$ cat config.mk
export PLATFORM = sky130hd
export DESIGN_NAME = nibble_serial_adder
export DESIGN_NICKNAME = d
export VERILOG_FILES = /design/src/rtl/nibble_serial_adder_pkg.sv /design/src/rtl/nibble_serial_adder_rca4.sv /design/src/rtl/nibble_serial_adder.sv
export SDC_FILE = /design/constraint.sdc
export NUM_CORES = 1
export LEC_CHECK = 0
export CORE_MARGIN = 4
export CORE_UTILIZATION = 53
export DETAILED_ROUTE_END_ITERATION = 6
export PLACE_DENSITY = 0.82
export SLEW_MARGIN = 20
export SYNTH_ARGS = -nofsm -noshare
export SYNTH_HDL_FRONTEND = slang
export SYNTH_SLANG_ARGS = --single-unit
$ cat constraint.sdc
create_clock -name clk -period 7.8 [get_ports clk]
set_clock_uncertainty 0.2 [all_clocks]
set_input_delay 1.56 -clock clk [delete_from_list [all_inputs] [get_ports clk]]
set_output_delay 1.56 -clock clk [all_outputs]
set_load 0.01 [all_outputs]
$ cat src/rtl/nibble_serial_adder_pkg.sv
// Shared definitions for the nibble-serial adder: FSM encoding, slice width,
// and a helper sizing the nibble index register.
package nibble_serial_adder_pkg;

  localparam int NIBBLE_W = 4;

  localparam logic [1:0] ST_IDLE = 2'd0;
  localparam logic [1:0] ST_RUN  = 2'd1;
  localparam logic [1:0] ST_DONE = 2'd2;

  typedef logic [1:0] state_t;

  // Index register width: clog2 of the nibble count, never narrower than 1 bit.
  function automatic int idx_width(input int nibbles);
    return (nibbles > 1) ? $clog2(nibbles) : 1;
  endfunction

endpackage

$ cat src/rtl/nibble_serial_adder_rca4.sv
// 4-bit ripple-carry adder: the single arithmetic slice reused every RUN cycle.
module ripple_carry_adder_4bit
  import nibble_serial_adder_pkg::*;
(
  input  logic [NIBBLE_W-1:0] a_i,
  input  logic [NIBBLE_W-1:0] b_i,
  input  logic                c_i,
  output logic [NIBBLE_W-1:0] s_o,
  output logic                c_o
);

  // Chain of full adders, bit 0 first.
  always_comb begin
    logic [NIBBLE_W:0] c;
    c    = '0;
    s_o  = '0;
    c[0] = c_i;
    for (int i = 0; i < NIBBLE_W; i++) begin
      s_o[i]   = a_i[i] ^ b_i[i] ^ c[i];
      c[i + 1] = (a_i[i] & b_i[i]) | (c[i] & (a_i[i] ^ b_i[i]));
    end
    c_o = c[NIBBLE_W];
  end

endmodule

$ cat src/rtl/nibble_serial_adder.sv
// Nibble-serial WIDTH-bit adder. Operands are captured on the input handshake,
// then one 4-bit slice per cycle (LSB first) goes through a shared 4-bit adder
// with a registered carry between slices. The result is held until the output
// handshake completes.
//
// state | meaning
// IDLE  | waiting for an operand pair (in_ready=1)
// RUN   | adding nibble idx_q, one slice per cycle
// DONE  | sum/cout valid and stable until out_ready
module nibble_serial_adder
  import nibble_serial_adder_pkg::*;
#(
  parameter int WIDTH = 16
) (
  input  logic             clk,
  input  logic             rst,
  input  logic             in_valid,
  output logic             in_ready,
  input  logic [WIDTH-1:0] a,
  input  logic [WIDTH-1:0] b,
  input  logic             cin,
  output logic             out_valid,
  input  logic             out_ready,
  output logic [WIDTH-1:0] sum,
  output logic             cout
);

  localparam int NIBBLES = WIDTH / NIBBLE_W;
  localparam int IDX_W   = idx_width(NIBBLES);
  localparam logic [IDX_W-1:0] LAST_IDX = IDX_W'(NIBBLES - 1);

  generate
    if ((WIDTH % NIBBLE_W) != 0 || WIDTH < NIBBLE_W) begin : g_bad_width
      $error("nibble_serial_adder: WIDTH must be a non-zero multiple of 4");
    end
  endgenerate

  state_t                  state_q, state_d;
  logic [WIDTH-1:0]        a_q, a_d;
  logic [WIDTH-1:0]        b_q, b_d;
  logic [WIDTH-1:0]        sum_q, sum_d;
  logic                    carry_q, carry_d;
  logic                    cout_q, cout_d;
  logic [IDX_W-1:0]        idx_q, idx_d;

  logic [NIBBLE_W-1:0]     a_nib;
  logic [NIBBLE_W-1:0]     b_nib;
  logic [NIBBLE_W-1:0]     add_sum;
  logic                    add_cout;

  // Select the operand slices addressed by idx_q. Out-of-range indices
  // (non-power-of-two nibble counts) feed zeros; they are never used.
  always_comb begin
    a_nib = '0;
    b_nib = '0;
    for (int n = 0; n < NIBBLES; n++) begin
      if (idx_q == IDX_W'(n)) begin
        a_nib = a_q[n*NIBBLE_W +: NIBBLE_W];
        b_nib = b_q[n*NIBBLE_W +: NIBBLE_W];
      end
    end
  end

  ripple_carry_adder_4bit u_rca (
    .a_i (a_nib),
    .b_i (b_nib),
    .c_i (carry_q),
    .s_o (add_sum),
    .c_o (add_cout)
  );

  // FSM and datapath next-state: capture, slice-by-slice accumulate, hold.
  always_comb begin
    state_d = state_q;
    a_d     = a_q;
    b_d     = b_q;
    sum_d   = sum_q;
    carry_d = carry_q;
    cout_d  = cout_q;
    idx_d   = idx_q;
    case (state_q)
      ST_IDLE: begin
        if (in_valid) begin
          a_d     = a;
          b_d     = b;
          carry_d = cin;
          idx_d   = '0;
          state_d = ST_RUN;
        end
      end
      ST_RUN: begin
        for (int n = 0; n < NIBBLES; n++) begin
          if (idx_q == IDX_W'(n)) begin
            sum_d[n*NIBBLE_W +: NIBBLE_W] = add_sum;
          end
        end
        carry_d = add_cout;
        idx_d   = idx_q + IDX_W'(1);
        if (idx_q == LAST_IDX) begin
          cout_d  = add_cout;
          state_d = ST_DONE;
        end
      end
      ST_DONE: begin
        if (out_ready) begin
          state_d = ST_IDLE;
        end
      end
      default: begin
        state_d = ST_IDLE;
      end
    endcase
  end

  // State registers; reset abandons any operation in flight and clears the result.
  always_ff @(posedge clk) begin
    if (rst) begin
      state_q <= ST_IDLE;
      a_q     <= '0;
      b_q     <= '0;
      sum_q   <= '0;
      carry_q <= 1'b0;
      cout_q  <= 1'b0;
      idx_q   <= '0;
    end else begin
      state_q <= state_d;
      a_q     <= a_d;
      b_q     <= b_d;
      sum_q   <= sum_d;
      carry_q <= carry_d;
      cout_q  <= cout_d;
      idx_q   <= idx_d;
    end
  end

  // Handshake flags come from state only; in_ready is also held low during reset.
  assign in_ready  = (state_q == ST_IDLE) && !rst;
  assign out_valid = (state_q == ST_DONE);
  assign sum       = sum_q;
  assign cout      = cout_q;

endmodule

## Yosys cells after proc, flatten, opt, wreduce, memory -nomap -nowiden

Index checks and enable logic that the tools add are counted.

- $add $sub $neg: 1
- Equal/unequal tests: 8
- Muxes and demuxes: 16
- Bitwise gates (word level): 20
- Reduce and logical (&&, ||, !) cells: 12

Operators by type and width:

| operator | number |
|---|---|
| 2-to-1 mux 4 bit | 8 |
| AND reduction 2 bit | 6 |
| bitwise AND 1 bit | 8 |
| 2-to-1 mux 2 bit | 4 |
| XOR 1 bit | 8 |
| == test 2 bit, second input constant | 3 |
| case mux 2 bit (3 select lines) | 1 |
| == test 2 x 1 -> 1 bit, second input constant | 2 |
| logical NOT 2 bit | 2 |
| != test 2 bit, second input constant | 2 |
| OR 1 bit | 4 |
| case mux 2 bit (2 select lines) | 1 |
| AND reduction 3 bit | 1 |
| adder 2 x 1 -> 2 bit, second input constant | 1 |
| != test 2 x 1 -> 1 bit, second input constant | 1 |
| case mux 1 bit (2 select lines) | 1 |
| nonzero test 2 bit | 1 |
| logical AND 1 bit | 1 |
| logical NOT 1 bit | 1 |
| 2-to-1 mux 1 bit | 1 |

- Input bits: 37
- Bits in registers: 54
- Logic and storage cells: 67
- Output and inout port bits: 19

## Logic depth before layout (Yosys ltp)

Gate-level depths: netlist of the first run.

- Depth in word-level cells: 15
- Mapped depth: 14
- Gate-level depth less buffers: 13

## Cells and area by module

Synthesis of the first run repeated with hierarchy kept, for this count alone.

- Cell total of the unflattened synthesis: 282
- Area total of the unflattened synthesis: 2388.5 um^2

Modules (own cells, without submodules):

| module | area an instance (um^2) | instances | sequential area each (um^2) | cells an instance |
|---|---|---|---|---|
| nibble_serial_adder | 2270.9 | 1 | 1081.0 | 268 |
| ripple_carry_adder_4bit | 117.6 | 1 | 0.0 | 14 |

## Worst setup path before layout of the first run

No wires, ideal clock.

- Path kind: input -> output
- Start: in rst
- End: out in_ready
- Slack: 3828 ps
- Arrival time: 2212 ps
- Stages: 3
- Required time: 6040 ps
- Buffers on the path: 2
- Cells stage by stage: clkbuf_1 > clkbuf_1 > nor3_1

- Cells in the longest elaborated chain, start to end: 2

RTL lines:

| item | RTL line | text |
|---|---|---|
| start, declared | nibble_serial_adder.sv:16 | `input logic rst,` |
| logical NOT 1 bit | nibble_serial_adder.sv:137 | `assign in_ready = (state_q == ST_IDLE) && !rst;` |
| logical AND 1 bit | nibble_serial_adder.sv:137 |  |
| end, declared | nibble_serial_adder.sv:18 | `output logic in_ready,` |

Every way passes these cells.

## Worst setup path after layout of the first run

Ends and elaborated chain as after synthesis.

==> flow_summary_export.csv, run 1 <==
group,metric,value,unit
route,avgRoutedWirePerCell,14.4,um
yosys,synth.area.mux_share,13.2,%
route,drc,0,
power_and_ir_drop,p_seq_share,55.5,%
route,routed_via_density,5.47,
yosys,ys_async_sr_fraction,0,%
clock_tree,cts-buffers-inserted,5,
clock_tree,hold_buffers,0,
sta,fmax,0.214,GHz
sta,setup_viol,0,
placed_design,dp_hpwl,3570,um
critical_path,cp.arrival,2.90,ns
clock_tree,cts_resized,0,
yosys,synth_compound_area_share,12.9,%
clock_tree,cts_buffer_depth,2,
critical_path,start_kind,"input port",
sta,finalCritPeriodShare,59.8,%
yosys,synth_most_common_cell,"dfxtp_1",
power_and_ir_drop,intPower,0.399,mW
yosys,synth-seq-area-share,44.5,%
power_and_ir_drop,power.leakage,1.11,nW
route,ant_nets,0,
critical_path,r2r-start,"idx_q[1]",
route,firstDrtPassIters,4,
die,die_width,75.7,um
global_route,grt_pass1_wl,7900,um
global_route,grt_max_degree,56,
sta,slew_headroom,36.0,%
finish,n_fill_cell,368,
die,core,4380,um2
die,rows,24,
sta,worst_pin_slew,0.959,ns
route,drt-initial-drc-count,134,
finish,diodes,0,
die,dieArea,5730,um2
route,vias,1905,
min_path,hold_path.startpoint,"sum[11]",
placed_design,numPortBuffers,55,
yosys,synth_fa_ha_area_share,5.36,%
clock_tree,clk_latency,0.30,ns
yosys,synth_xor_area_share,0,%
critical_path,cp-end-kind,"primary output",
finish,area_delta_synth_final,22.2,%
power_and_ir_drop,swShare,26.0,%
clock_tree,cts.clk_slew.worst_paths,0.09,ns
yosys,synth_top_flop_cell,"dfxtp_1",
critical_path,critical_path.cell_chain,"buf_2 > nor3_1 > clkdlybuf4s50_1",
global_route,antenna_found_initial,0,
critical_path,cp_top_family,"buffers and inverters",
yosys,synthCells,254,
critical_path,crit_buf_inv,2,
critical_path,slowest_delay,0.72,ns
yosys,synth-simple-area-share,16.1,%
power_and_ir_drop,switching_power,0.140,mW
die,die_y,75.7,um
finish,final_net_count,341,
yosys,synth_seq_cells,54,
sta,whs,0.260,ns
clock_tree,htree_levels,2,
sta,layout_min_cycle_time,4.66,ns
critical_path,cp_max_fo,55,
yosys,yosys-top-cells-count,"dfxtp_1 (54), nor2_1 (34), mux2i_1 (32)",
clock_tree,post_cts_buffers,0,
yosys,ys_top_cells_by_area,"dfxtp_1 (45%), mux2i_1 (13%), nor2_1 (5.3%), a21oi_1 (4.7%), fa_1 (3.3%)",
global_route,grt_usage,18.0,%
yosys,syn_nets,299,
power_and_ir_drop,pwr-share-clk,26.9,%
finish,drive_above_1_share,4.05,%
critical_path,required,6.04,ns
critical_path,cp-startpoint,"rst",
yosys,synth_top_area_cell,"dfxtp_1",
global_route,grt_pass1_vias,1670,
power_and_ir_drop,ir_worst_vdd,0.0000979,V
yosys,yosys_warnings,0,
yosys,synth_area,2430,um2
die,ios,56,
yosys,yosysTopAreaCellShare,44.5,%
clock_tree,cts_sinks,54,
clock_tree,root_buffer,"clkbuf_8",
yosys,syn_area_per_cell,9.56,um2
yosys,synth_cell_types,29,
power_and_ir_drop,power_frac_comb,17.6,%
outcome,status,"complete, no violations",
yosys,synth_edf_count,0,
sta,rsz0062_at_grt,"false",
sta,fin_tns_setup,0,ns
finish,multi_input_area,1160,um2
finish,ff_latch_area,1080,um2
die,floorplan.initialDensity,55.4,%
critical_path,crit_type,"input port to primary output",
critical_path,cp_slowest_cell,"buf_2",
min_path,hold_class,"flop to flop",
route,wl,5020,um
power_and_ir_drop,power_density,182,nW/um2
flow_run,maxCapViolCount,0,
global_route,overflow,0,
sta,finalMaxSlewViolations,0,
sta,hold_violations,0,
clock_tree,cts_tree,"done",
yosys,synth_top_family_by_area,"simple AND/OR/NAND/NOR gates",
placed_design,gp_congestion,0.803,
## cell usage in the layout (no fill, tap or decap)
cell	n
a2111oi_0	1
a21oi_1	23
a221o_1	2
a221oi_1	6
a22oi_1	2
a311oi_1	4
and2b_1	1
buf_2	1
buf_4	1
clkbuf_8	5
clkdlybuf4s50_1	54
clkinv_2	2
dfxtp_1	54
fa_1	4
ha_1	4
inv_1	8
mux2i_1	32
nand2_1	21
nand2b_1	1
nand3_1	13
nand3b_1	4
nor2_1	34
nor2b_1	7
nor2b_4	1
nor3_1	1
nor3b_4	1
o21ai_0	2
o221a_2	1
o31ai_1	6
## area by class of cell
cell class / instances / area share, %
inverters: 8 / 1.01
well taps: 52 / 2.19
clock buffers: 5 / 2.32
repair buffers: 56 / 18.6
clock inverters: 2 / 0.337
flip-flops and latches: 54 / 36.4
multi-input cells: 171 / 39.1
## registers in the layout, summed over array words and instances, names as in the netlist
name	cells
cout	1
sum	16
b_q	16
carry_q	1
a_q	16
idx_q	2
state_q	2
## kinds of logic after synthesis
logic type | Yosys count
AOI/OAI and AO/OA | 47
adders and majority gates | 8
buffers and inverters | 29
DFF | 54
muxes | 32
and+or+nand+nor | 84
## power by group through the flow
stage | combinational, mW | clock (mW) | sequential [mW]
after global routing | 0.103 | 0.159 | 0.301
after detailed placement | 0.0947 | 0 | 0.305
final | 0.0950 | 0.145 | 0.299
after CTS | 0.0949 | 0.150 | 0.299
after global placement | 0.0925 | 0 | 0.305
after floorplan | 0.0655 | 0 | 0.303
## layer usage
metal / global-route usage (%) / wire length, um
met4: 5.44 / 73
met2: 28.6 / 2440
met5: 0 / 0
met3: 4.62 / 272
met1: 24.0 / 2230
## worst min-delay path, delay by kind of cell (launching register included)
family             cells  cell delay [ns]
DFF                    1             0.32
and+or+nand+nor        1             0.05
AOI/OAI and AO/OA      1             0.05
## through the flow
| stage | power (mW) | setup WS (ns) | cell area, um2 | util, % | cells |
|---|---|---|---|---|---|
| finish | 0.539 | 3.14 | 2970 | 67.7 | 348 |
| global route | 0.563 | 3.02 | 2970 | 67.7 | 348 |
| CTS | 0.544 | 3.11 | 2970 | 67.7 | 348 |
| detailed placement | 0.400 | 3.11 | 2890 | 65.9 | 341 |
| global placement | 0.397 | 3.15 | 2890 | 65.9 | 341 |
| floorplan | 0.369 | 3.83 | 2430 | - | 254 |
## worst paths after layout
| path | endpoint | slack, ns | depth (start not counted) |
|---|---|---|---|
| setup / recovery | in_ready | 3.14 | 3 |
| hold / removal | sum[11] | 0.26 | 2 |
| setup reg to reg | sum[7] | 3.81 | 12 |
| hold reg to reg | sum[11] | 0.26 | 2 |
Note: power is estimated with default switching activity, not from simulation.
==> run 2, diff against run 1 <==
CORE_UTILIZATION = 45   (was 53)
PLACE_DENSITY = 0.74   (was 0.82)
clock period = 3.9 ns   (was 7.8 ns; I/O delays follow)
==> flow_summary_export.csv, run 2 (synthesis gave the netlist of run 1 again) <==
group,metric,value,unit
finish,final_net_count,346,
finish,final_cell_mix,"dfxtp_1 (54), clkdlybuf4s50_1 (54), nor2_1 (34)",
min_path,hold_path_depth,2,
clock_tree,cts_tree,"done",
critical_path,r2r_cells,12,
global_route,antenna_found_initial,0,
die,core,5170,um2
sta,layout_min_cycle_time,3.65,ns
critical_path,rr_endpoint,"sum[7]",
die,ios,56,
clock_tree,root_buffer,"clkbuf_8",
global_route,grt_usage,16.2,%
placed_design,dp_cells,364,
sta,finalMaxSlewViolations,0,
sta,rsz0062_at_grt,"false",
die,rows,26,
die,die_y,81.5,um
critical_path,cp_max_fo,7,
placed_design,numPortBuffers,55,
placed_design,gp_congestion,0.793,
clock_tree,cts_sinks,54,
route,firstDrtPassIters,4,
clock_tree,post_cts_buffers,0,
sta,hold_violations,0,
global_route,overflow,0,
global_route,grt_pass1_vias,1844,
finish,diodes,0,
power_and_ir_drop,power_density,356,nW/um2
critical_path,r2r-start,"idx_q[0]",
critical_path,crit_type,"flop to flop",
sta,whs,0.258,ns
power_and_ir_drop,power.leakage,1.13,nW
clock_tree,cts-buffers-inserted,5,
flow_run,maxCapViolCount,0,
global_route,grt_pass1_wl,8390,um
outcome,status,"complete, no violations",
sta,fmax,0.274,GHz
placed_design,dp_hpwl,3800,um
critical_path,required,3.92,ns
die,die_width,81.5,um
clock_tree,cts_buffer_depth,2,
route,vias,1931,
critical_path,ff2ff_setup_slack,0.25,ns
sta,setup_viol,0,
min_path,hold_path.startpoint,"sum[9]",
placed_design,post-place-ws,0.297,ns
die,dieArea,6640,um2
sta,final.setup.worst_slack,0.247,ns
finish,drive_above_1_share,4.98,%
die,floorplan.initialDensity,47.0,%
clock_tree,htree_levels,2,
min_path,hold_class,"flop to flop",
critical_path,cp-end-kind,"flop",
global_route,grt_max_degree,55,
sta,worst_pin_slew,0.546,ns
clock_tree,clk_latency,0.30,ns
sta,slew_headroom,63.6,%
sta,fin_tns_setup,0,ns
route,avgRoutedWirePerCell,14.2,um
critical_path,start_kind,"flop",
route,drc,0,
finish,instances_no_fill,371,
route,ant_nets,0,
route,wl,5270,um
clock_tree,cts_resized,0,
power_and_ir_drop,ir_worst_vdd,0.000235,V
clock_tree,cts.clk_slew.worst_paths,0.09,ns
finish,area_delta_synth_final,24.6,%
power_and_ir_drop,power,1.08,mW
route,drt-initial-drc-count,122,
sta,finalCritPeriodShare,93.7,%
clock_tree,hold_buffers,0,
min_path,holdPathEnd,"sum[9]",
route,routed_via_density,5.20,
critical_path,cp.arrival,3.68,ns
run 2: changes by cell type in the layout (fill, tap and decap cells not counted), sizes merged:
cell	change
clkinv	-2
buf	+5
clkbuf	+2
run 2: worst max-delay path by stage:
| stage | start | end | slack [ns] | cells after the start |
|---|---|---|---|---|
| final | idx_q[0] | sum[7] | 0.25 | 12 |
| after global routing | idx_q[0] | sum[3] | 0.06 | 12 |
| after CTS | idx_q[0] | sum[7] | 0.25 | 12 |
| after detailed placement | idx_q[0] | sum[7] | 0.30 | 12 |
| after global placement | idx_q[0] | sum[7] | 0.44 | 12 |
| after floorplan | idx_q[0] | sum[11] | 0.50 | 13 |
run 2: power breakdown:
part	total (mW)	leakage, nW	switching, mW	internal (mW)
Clock	0.286	0.0383	0.162	0.124
Sequential	0.599	0.442	0.0195	0.580
Combinational	0.193	0.652	0.0924	0.101
run 2: through the flow:
step / instance area, um2 / util (%)
2_1_floorplan: 2430 / -
3_3_place_gp: 2950 / 57.0
3_5_place_dp: 2950 / 57.0
4_1_cts: 3030 / 58.5
5_1_grt: 3030 / 58.5
6_report: 3030 / 58.5
run 2: metal layers:
| layer | GRT usage (%) | share of wire, % | vias up |
|---|---|---|---|
| li1 | - | - | 970 |
| met1 | 19.6 | 43 | 879 |
| met2 | 28.7 | 48 | 73 |
| met3 | 3.40 | 7.3 | 9 |
| met4 | 4.73 | 1.3 | 0 |
| met5 | 0 | 0 | - |
run 2: layout make-up:
type,instances,area (um2)
Tap cell,70,87.6
Inverter,8,30.0
Timing Repair Buffer,61,591
Fill cell,472,2150
Clock buffer,7,76.3
Sequential cell,54,1080
Multi-Input combinational cell,171,1160
run 2: worst max-delay path: stages, from the launching register on:
cell	delay (ns)
dfxtp_1	0.40
inv_1	0.10
ha_1	0.28
nor2b_1	0.22
a221o_1	0.31
a22oi_1	0.19
fa_1	0.21
inv_1	0.05
fa_1	0.38
fa_1	0.42
fa_1	0.56
nand3_1	0.09
a21oi_1	0.16
==> run 3, diff against run 2 <==
--- a/config.mk
+++ b/config.mk
@@ -8,5 +8,5 @@
 export CORE_MARGIN = 4
-export CORE_UTILIZATION = 45
+export CORE_UTILIZATION = 53
 export DETAILED_ROUTE_END_ITERATION = 6
-export PLACE_DENSITY = 0.74
+export PLACE_DENSITY = 0.82
 export SLEW_MARGIN = 20
==> constraint.sdc (replaced) <==
create_clock -name clk -period 4.3 [get_ports clk]
set_clock_uncertainty 0.2 [all_clocks]
set_input_delay 0.43 -clock clk [delete_from_list [all_inputs] [get_ports clk]]
set_output_delay 0.43 -clock clk [all_outputs]
set_load 0.01 [all_outputs]
==> flow_summary_export.csv, run 3 (synthesis gave the netlist of run 1 again) <==
group,metric,value,unit
finish,area_delta_synth_final,22.7,%
sta,finalCritPeriodShare,89.2,%
min_path,hold_path_depth,2,
sta,fin_tns_setup,0,ns
global_route,overflow,0,
power_and_ir_drop,power.leakage,1.12,nW
finish,final_cell_mix,"dfxtp_1 (54), clkdlybuf4s50_1 (54), nor2_1 (34)",
route,routed_via_density,5.40,
clock_tree,hold_buffers,0,
route,drt-initial-drc-count,89,
sta,whs,0.256,ns
power_and_ir_drop,power,0.977,mW
placed_design,gp_congestion,0.789,
sta,rsz0062_at_grt,"false",
critical_path,cp_top_family,"adder cells",
critical_path,cp_common_cell,"fa_1",
finish,drive_above_1_share,4.03,%
global_route,grt_pass1_vias,1746,
die,rows,24,
global_route,grt_max_degree,56,
placed_design,numPortBuffers,55,
clock_tree,cts_resized,0,
sta,setup_viol,0,
global_route,grt_usage,18.6,%
die,die_y,75.7,um
sta,fmax,0.261,GHz
clock_tree,cts.clk_slew.worst_paths,0.09,ns
sta,finalMaxSlewViolations,0,
min_path,hold_class,"flop to flop",
sta,layout_min_cycle_time,3.83,ns
finish,utilization,68.0,%
critical_path,start_kind,"flop",
power_and_ir_drop,ir_worst_vdd,0.000225,V
critical_path,crit_type,"flop to flop",
outcome,status,"complete, no violations",
clock_tree,cts_sinks,54,
critical_path,r2r_cells,12,
finish,diodes,0,
clock_tree,root_buffer,"clkbuf_8",
critical_path,slowest_delay,0.57,ns
placed_design,dp_hpwl,3750,um
die,ios,56,
critical_path,cp_max_fo,15,
route,ant_nets,0,
critical_path,critical_path.cell_chain,"inv_1 > ha_1 > nor2b_1 > a221o_1 > a22oi_1 > fa_1 > inv_1 > fa_1 > fa_1 > fa_1 > nand3_1 > a21oi_1",
clock_tree,cts_buffer_depth,2,
clock_tree,post_cts_buffers,0,
global_route,grt_pass1_wl,8110,um
clock_tree,cts_tree,"done",
critical_path,required,4.34,ns
critical_path,crit_buf_inv,2,
power_and_ir_drop,power_density,328,nW/um2
sta,slew_headroom,53.9,%
placed_design,dpl_cell_area,2900,um2
clock_tree,cts-buffers-inserted,5,
global_route,antenna_found_initial,0,
flow_run,maxCapViolCount,0,
finish,final_net_count,343,
die,dieArea,5730,um2
critical_path,cp_slowest_cell,"fa_1",
route,vias,1891,
critical_path,path_depth,12,
die,die_width,75.7,um
route,wl,5120,um
route,avgRoutedWirePerCell,14.6,um
finish,fin_area,2980,um2
die,floorplan.initialDensity,55.4,%
critical_path,cp.arrival,3.87,ns
clock_tree,clk_latency,0.31,ns
route,firstDrtPassIters,4,
die,core,4380,um2
clock_tree,htree_levels,2,
critical_path,cp-end-kind,"flop",
route,drc,0,
finish,n_fill_cell,376,
sta,hold_violations,0,
sta,worst_pin_slew,0.691,ns
-- run 3: changes by cell type in the layout (fill, tap and decap cells not counted) --
| cell | delta |
|---|---|
| buf_4 | -3 |
-- run 3: area by class of cell --
class                           instances  area (um2)  share of cell area (%)
Sequential cell                        54        1080                    36.3
Clock buffer                            7        76.3                    2.56
Inverter                                8        30.0                    1.01
Tap cell                               52        65.1                    2.18
Multi-Input combinational cell        171        1160                    38.9
Timing Repair Buffer                   58         568                    19.1
-- run 3: final timing paths --
check	endpoint	startpoint	slack, ns
hold reg to reg	sum[3]	sum[3]	0.26
setup / recovery	sum[11]	idx_q[1]	0.47
hold / removal	sum[3]	sum[3]	0.26
setup reg to reg	sum[11]	idx_q[1]	0.47
-- run 3: layer usage --
metal	share of wire, %	vias to the layer above	global-route usage (%)	routed length, um
met1	43	865	23.3	2190
met3	5.9	9	4.88	300
li1	-	963	-	-
met2	49	54	30.9	2530
met5	0	-	0	0
met4	1.9	0	6.80	97
-- run 3: through the flow --
| step | instances | setup slack [ns] |
|---|---|---|
| after floorplan | 254 | 0.904 |
| after global placement | 343 | 0.670 |
| after detailed placement | 343 | 0.525 |
| after CTS | 350 | 0.494 |
| after global routing | 350 | 0.144 |
| final | 350 | 0.465 |
-- run 3: worst register-to-register path: stages, from the launching register on --
cell and delay (ns):
dfxtp_1 0.34, inv_1 0.08, ha_1 0.48, nor2b_1 0.25, a221o_1 0.35, a22oi_1 0.21
fa_1 0.22, inv_1 0.06, fa_1 0.38, fa_1 0.41, fa_1 0.57, nand3_1 0.09
a21oi_1 0.15
-- run 3: power breakdown --
part	switching [mW]	leakage, nW	total [mW]	internal [mW]
clock network	0.151	0.0383	0.263	0.112
logic	0.0814	0.637	0.170	0.0884
registers	0.0178	0.442	0.544	0.526
